**src/rtl/uart_pkg.sv**
```systemverilog
// Shared UART definitions: transmitter state encoding and parity-mode constants.
// Intended to be shared by the transmitter and the future receiver.
package uart_pkg;

  typedef enum logic [2:0] {
    IDLE,
    SYNC,
    START,
    DATA,
    PARITY,
    STOP
  } tx_state_t;

  localparam logic PAR_EVEN = 1'b0;
  localparam logic PAR_ODD  = 1'b1;

endpackage

```
**src/rtl/uart_tx_if.sv**
```systemverilog
// Byte-stream handshake between a data source (master) and the UART transmitter (slave).
interface uart_tx_if #(
  parameter int DATA_BITS = 8
) ();

  logic [DATA_BITS-1:0] tx_data;
  logic                 tx_valid;
  logic                 tx_ready;

  modport master (output tx_data, output tx_valid, input tx_ready);
  modport slave  (input tx_data, input tx_valid, output tx_ready);

endinterface

```
**src/rtl/baud_edge_det.sv**
```systemverilog
// Rising-edge detector for the baud level; emits a one-cycle bit_tick per baud period.
module baud_edge_det (
  input  logic clk,
  input  logic rst_n,
  input  logic baud_clk,
  output logic bit_tick
);

  logic baud_q;

  // Resetting high keeps a baud level that is already high at release from looking like an edge.
  always_ff @(posedge clk or negedge rst_n) begin
    if (!rst_n) baud_q <= 1'b1;
    else        baud_q <= baud_clk;
  end

  assign bit_tick = baud_clk & ~baud_q;

endmodule

```
**src/rtl/uart_tx.sv**
```systemverilog
// UART transmitter: start bit, LSB-first data, optional parity, 1 or 2 stop bits,
// one bit per baud tick with a registered, idle-high serial output.
module uart_tx
  import uart_pkg::*;
#(
  parameter int DATA_BITS  = 8,
  parameter int PARITY_EN  = 0,
  parameter int PARITY_ODD = 0,
  parameter int STOP_BITS  = 1
) (
  input  logic       clk,
  input  logic       rst_n,
  input  logic       baud_clk,
  uart_tx_if.slave   tx_if,
  output logic       busy,
  output logic       tx
);

  localparam int   CW      = $clog2(DATA_BITS);
  localparam logic PAR_SEL = (PARITY_ODD != 0) ? PAR_ODD : PAR_EVEN;

  if (DATA_BITS < 5 || DATA_BITS > 9 || PARITY_EN < 0 || PARITY_EN > 1 ||
      PARITY_ODD < 0 || PARITY_ODD > 1 || STOP_BITS < 1 || STOP_BITS > 2) begin : g_param_err
    $fatal(1, "uart_tx: illegal parameter value");
  end

  tx_state_t            state, state_d;
  logic [DATA_BITS-1:0] shreg, shreg_d;
  logic                 par_q, par_d;
  logic [CW-1:0]        bit_cnt, bit_cnt_d;
  logic                 stop_cnt, stop_cnt_d;
  logic                 tx_d;
  logic                 bit_tick;

  baud_edge_det u_edge (
    .clk      (clk),
    .rst_n    (rst_n),
    .baud_clk (baud_clk),
    .bit_tick (bit_tick)
  );

  always_ff @(posedge clk or negedge rst_n) begin
    if (!rst_n) begin
      state    <= IDLE;
      shreg    <= '0;
      par_q    <= 1'b0;
      bit_cnt  <= '0;
      stop_cnt <= 1'b0;
      tx       <= 1'b1;
    end else begin
      state    <= state_d;
      shreg    <= shreg_d;
      par_q    <= par_d;
      bit_cnt  <= bit_cnt_d;
      stop_cnt <= stop_cnt_d;
      tx       <= tx_d;
    end
  end

  // Ticks are only honoured after accept, so the start bit is always a full period long.
  always_comb begin
    state_d    = state;
    shreg_d    = shreg;
    par_d      = par_q;
    bit_cnt_d  = bit_cnt;
    stop_cnt_d = stop_cnt;
    tx_d       = tx;
    unique case (state)
      IDLE: begin
        tx_d = 1'b1;
        if (tx_if.tx_valid) begin
          shreg_d = tx_if.tx_data;
          par_d   = (^tx_if.tx_data) ^ PAR_SEL;
          state_d = SYNC;
        end
      end
      SYNC: begin
        if (bit_tick) begin
          tx_d    = 1'b0;
          state_d = START;
        end
      end
      START: begin
        if (bit_tick) begin
          tx_d      = shreg[0];
          bit_cnt_d = '0;
          state_d   = DATA;
        end
      end
      DATA: begin
        if (bit_tick) begin
          if (bit_cnt == CW'(DATA_BITS - 1)) begin
            if (PARITY_EN != 0) begin
              tx_d    = par_q;
              state_d = PARITY;
            end else begin
              tx_d       = 1'b1;
              stop_cnt_d = 1'b0;
              state_d    = STOP;
            end
          end else begin
            shreg_d   = shreg >> 1;
            tx_d      = shreg[1];
            bit_cnt_d = bit_cnt + CW'(1);
          end
        end
      end
      PARITY: begin
        if (bit_tick) begin
          tx_d       = 1'b1;
          stop_cnt_d = 1'b0;
          state_d    = STOP;
        end
      end
      STOP: begin
        tx_d = 1'b1;
        if (bit_tick) begin
          if (stop_cnt == 1'(STOP_BITS - 1)) state_d = IDLE;
          else                               stop_cnt_d = stop_cnt + 1'b1;
        end
      end
      default: state_d = IDLE;
    endcase
  end

  assign tx_if.tx_ready = (state == IDLE);
  assign busy           = (state != IDLE);

endmodule

```
**src/flat_wrapper.sv**
```systemverilog
// flat-port wrapper written by rule: the top's interface ports become plain ports
module uart_tx_flat import uart_pkg::*;
#(
  parameter int DATA_BITS  = 8,
  parameter int PARITY_EN  = 0,
  parameter int PARITY_ODD = 0,
  parameter int STOP_BITS  = 1
)
  (clk, rst_n, baud_clk, busy, tx, tx_if_tx_data, tx_if_tx_valid, tx_if_tx_ready);
  uart_tx_if #(.DATA_BITS(DATA_BITS)) tx_if_i ();
  input  logic clk;
  input  logic rst_n;
  input  logic baud_clk;
  output logic busy;
  output logic tx;
  input wire logic [$bits(tx_if_i.tx_data)-1:0] tx_if_tx_data;
  input wire logic [$bits(tx_if_i.tx_valid)-1:0] tx_if_tx_valid;
  output wire logic [$bits(tx_if_i.tx_ready)-1:0] tx_if_tx_ready;
  assign tx_if_i.tx_data = tx_if_tx_data;
  assign tx_if_i.tx_valid = tx_if_tx_valid;
  assign tx_if_tx_ready = tx_if_i.tx_ready;
  uart_tx #(.DATA_BITS(DATA_BITS), .PARITY_EN(PARITY_EN), .PARITY_ODD(PARITY_ODD), .STOP_BITS(STOP_BITS)) u_core (.clk(clk), .rst_n(rst_n), .baud_clk(baud_clk), .tx_if(tx_if_i), .busy(busy), .tx(tx));
endmodule
```
**config.mk**
```make
export PLATFORM = sky130hd
export DESIGN_NAME = uart_tx_flat
export DESIGN_NICKNAME = d
export VERILOG_FILES = /design/src/rtl/uart_pkg.sv /design/src/rtl/uart_tx_if.sv /design/src/rtl/baud_edge_det.sv /design/src/rtl/uart_tx.sv /design/src/flat_wrapper.sv
export SDC_FILE = /design/constraint.sdc
export NUM_CORES = 1
export LEC_CHECK = 0
export CORE_MARGIN = 3
export CORE_UTILIZATION = 40
export DETAILED_ROUTE_END_ITERATION = 8
export PLACE_DENSITY = 0.64
export SETUP_SLACK_MARGIN = 0.2
export SLEW_MARGIN = 20
export SYNTH_ARGS = -nofsm -noshare
export SYNTH_HDL_FRONTEND = slang
export SYNTH_SLANG_ARGS = --single-unit
```
**constraint.sdc**
```tcl
create_clock -name clk -period 1.8 [get_ports clk]
set_input_delay 0.18 -clock clk [delete_from_list [all_inputs] [get_ports clk]]
set_output_delay 0.18 -clock clk [all_outputs]
set_load 0.1 [all_outputs]
```
==> metrics <==
Initial Util=43.94%; leading cell type by number of instances after synthesis=mux2_2; 1st-pass router iterations=4; fillers=158; Post-synth EDFFs=0; HPWL after DPL=1257 µm; drt total wl=1687 µm; Die Wd=53.13 µm; Synth top area share=39.44%; gr usage total=14.37%; Worst R2R Setup Slack=0.20 ns; Final Max Tran Viols=0; Diodes inserted=0; startpoint types=register; Num CTS Buffers=3; Core Util, Final=62.25%; min-delay worst type=in -> async; ANT nets after route=0; number of global-route vias before repair=655; Max Fanout on Critical Path=4; synth top area cells=dfrtp_1 39%, mux2_2 20%, dfstp_2 5.9%; worst rel slew slack=78.23%; Final min period=1.596 ns; antenna violations before repair=0; Clk pwr share=11.5%; Worst setup startpoint=u_core.bit_cnt[0]$_DFFE_PN0P_; maximum VDD drop=787.4 µV; library cells used by synthesis=29; Final Hold Viols=0; I/O Buffers=14; Tcrit/Tclk final=88.69%; Setup Skew=0.005225 ns; Final setup viols=0; clk buf depth=2; Avg Inst Size Synth=12.34 µm²; Tot Pwr=1.723 mW; CP endpoint kind=register; share of layout cells above drive strength 1=49.50%; pin count of the biggest net entering global routing=17; worst hold slack=0.1958 ns; top_reg_cell synth=dfrtp_1; leading area contributor after synthesis=dfrtp_1; core area=2022 µm²; Synth warnings=0; P&R area growth vs syn=41.69%; RR Endpoint=u_core.shreg[5]$_DFFE_PN0P_; max_cap viols=0; CTS tree=done; die height=53.13 µm; Comb power frac=53.1%; Final #Nets=116; number of synthesized register bits=16; hold buffers post-CTS=0; first-pass GRT wire length=2863 µm; WL/cell=13.18 µm; clock-pin slew on the worst setup and hold paths=0.09 ns; dpl ws=-0.05306 ns; Setup WS post-layout=0.2036 ns; Max Clock Freq=0.6264 GHz; post-route cell area=1259 µm²; sequential fraction of design power=35.4%; Worst Path Arrival=1.77 ns; most common library cells after synthesis=16 x mux2_2, 14 x dfrtp_1, 6 x inv_1, 3 x nand4_1; Placer Congestion=0.7656; Power per Cell Area=1369 nW/µm²; Crit Path Category=reg -> reg; Post-Syn Nets=86; Placement Cell Area=1149 µm²; synthesized area=888.4 µm²; Mapped Cells=72; outcome=completed; clock root buffer=clkbuf_4; sequential-to-total area share from yosys stat=45.35%; DR vias=653; Worst Reg-to-Reg Cells=5; WP data required=1.97 ns; cell internal pwr=1.116 mW; Sw Share=35.24%; Die ar.=2822 µm²; DRC errors left=0; leak pwr=0.5437 nW; crit path to=u_core.shreg[5]$_DFFE_PN0P_; aggregate global routing overflow=0; worst slew pin tran=0.3241 ns; Worst-Skew Late Latency=0.29 ns; H-Tree Depth=1; Net Switching=0.6073 mW; vias per inst=5.102; Std-Cell Rows=16; DRT iter0 DRCs=5; Ports=15; ys async rst share=100.0%; r2r startpoint=u_core.bit_cnt[0]$_DFFE_PN0P_; RSZ-0062 raised after global routing=true; clk sink count=16
==> final cells by class <==
class                   instances  area, µm²  share of cell area (%)
clock buffers                   4      26.28                   2.087
inverters                       6      22.52                   1.789
multi-input cells              47      480.5                   38.17
flip-flops and latches         16      405.4                   32.21
well taps                      27      33.78                   2.684
repair buffers                 28      290.3                   23.06
==> state kept, by name, summed over array words and instances (netlist names) <==
signal and count:
u_core.tx 1, u_core.shreg 8, u_core.state 3, u_core.bit_cnt 3, u_core.u_edge.baud_q 1
==> power by group through the flow <==
stage | registers (mW) | logic (mW) | clock network (mW)
final | 0.610 | 0.915 | 0.199
after global placement | 0.606 | 0.804 | 0
after CTS | 0.610 | 0.851 | 0.207
after global routing | 0.633 | 1.00 | 0.222
after detailed placement | 0.613 | 0.818 | 0
after floorplan | 0.641 | 0.561 | 0
==> layer usage <==
layer	part of all wire (%)	routed length [µm]	vias to the layer above	GRT usage, %
met1	46	782	318	16.20
met4	0.59	10	0	3.830
met5	0	0	-	0
met3	5.6	94	2	5.634
li1	-	-	320	-
met2	47	801	13	25.00
==> cell families (layout without fill, tap and decap cells) <==
| group | after synthesis | count (layout) | synth area share, % |
|---|---|---|---|
| AND/OR/NAND/NOR | 18 | 18 | 14.79 |
| multiplexers | 16 | 16 | 20.28 |
| AO/OA/AOI/OAI | 11 | 11 | 11.27 |
| buffers and inverters | 9 | 38 | 5.492 |
| flip-flops | 16 | 16 | 45.35 |
| adder cells (fa/ha/maj) | 2 | 2 | 2.816 |
==> placed cells by master (no fill, tap or decap), types with 2 or more instances in the layout <==
master,n
buf_12,3
buf_4,10
buf_6,4
clkbuf_4,3
clkdlybuf4s50_1,11
dfrtp_1,12
dfrtp_2,2
dfstp_2,2
inv_1,6
mux2_2,11
mux2_4,5
nand4_1,3
nor2_1,2
nor2b_1,2
nor3_1,2
o211ai_1,2
o21ai_0,2
==> stage by stage <==
| stage | TNS, ns | cells |
|---|---|---|
| final | 0 | 128 |
| after global placement | -0.2105 | 121 |
| after floorplan | -9.918 | 72 |
| after CTS | 0 | 125 |
| after detailed placement | -0.3068 | 121 |
| after global routing | 0 | 128 |
==> repair_timing <==
action | in CTS | in global routing
gates resized for setup | 7 | 11
endpoints found under the setup margin | 9 | 10
setup buffers | 0 | 3
pin swaps | 2 | 2
==> worst max-delay path, stage by stage, from the launching register on <==
cell     delay (ns)
dfrtp_1        0.39
ha_2           0.20
ha_4           0.17
o32ai_4        0.24
buf_6          0.16
mux2_2         0.33
==> how the worst min path moves through the flow <==
| stage | start | endpoint | slack (ns) |
|---|---|---|---|
| 2_1_floorplan | rst_n | u_core.bit_cnt[0]$_DFFE_PN0P_ | -0.12 |
| 3_3_place_gp | u_core.shreg[4]$_DFFE_PN0P_ | u_core.shreg[4]$_DFFE_PN0P_ | 0.49 |
| 3_5_place_dp | u_core.shreg[4]$_DFFE_PN0P_ | u_core.shreg[4]$_DFFE_PN0P_ | 0.49 |
| 4_1_cts | rst_n | u_core.shreg[0]$_DFFE_PN0P_ | 0.20 |
| 5_1_grt | rst_n | u_core.shreg[6]$_DFFE_PN0P_ | 0.20 |
| 6_report | rst_n | u_core.shreg[0]$_DFFE_PN0P_ | 0.20 |
(Power assumes the default switching activity.)
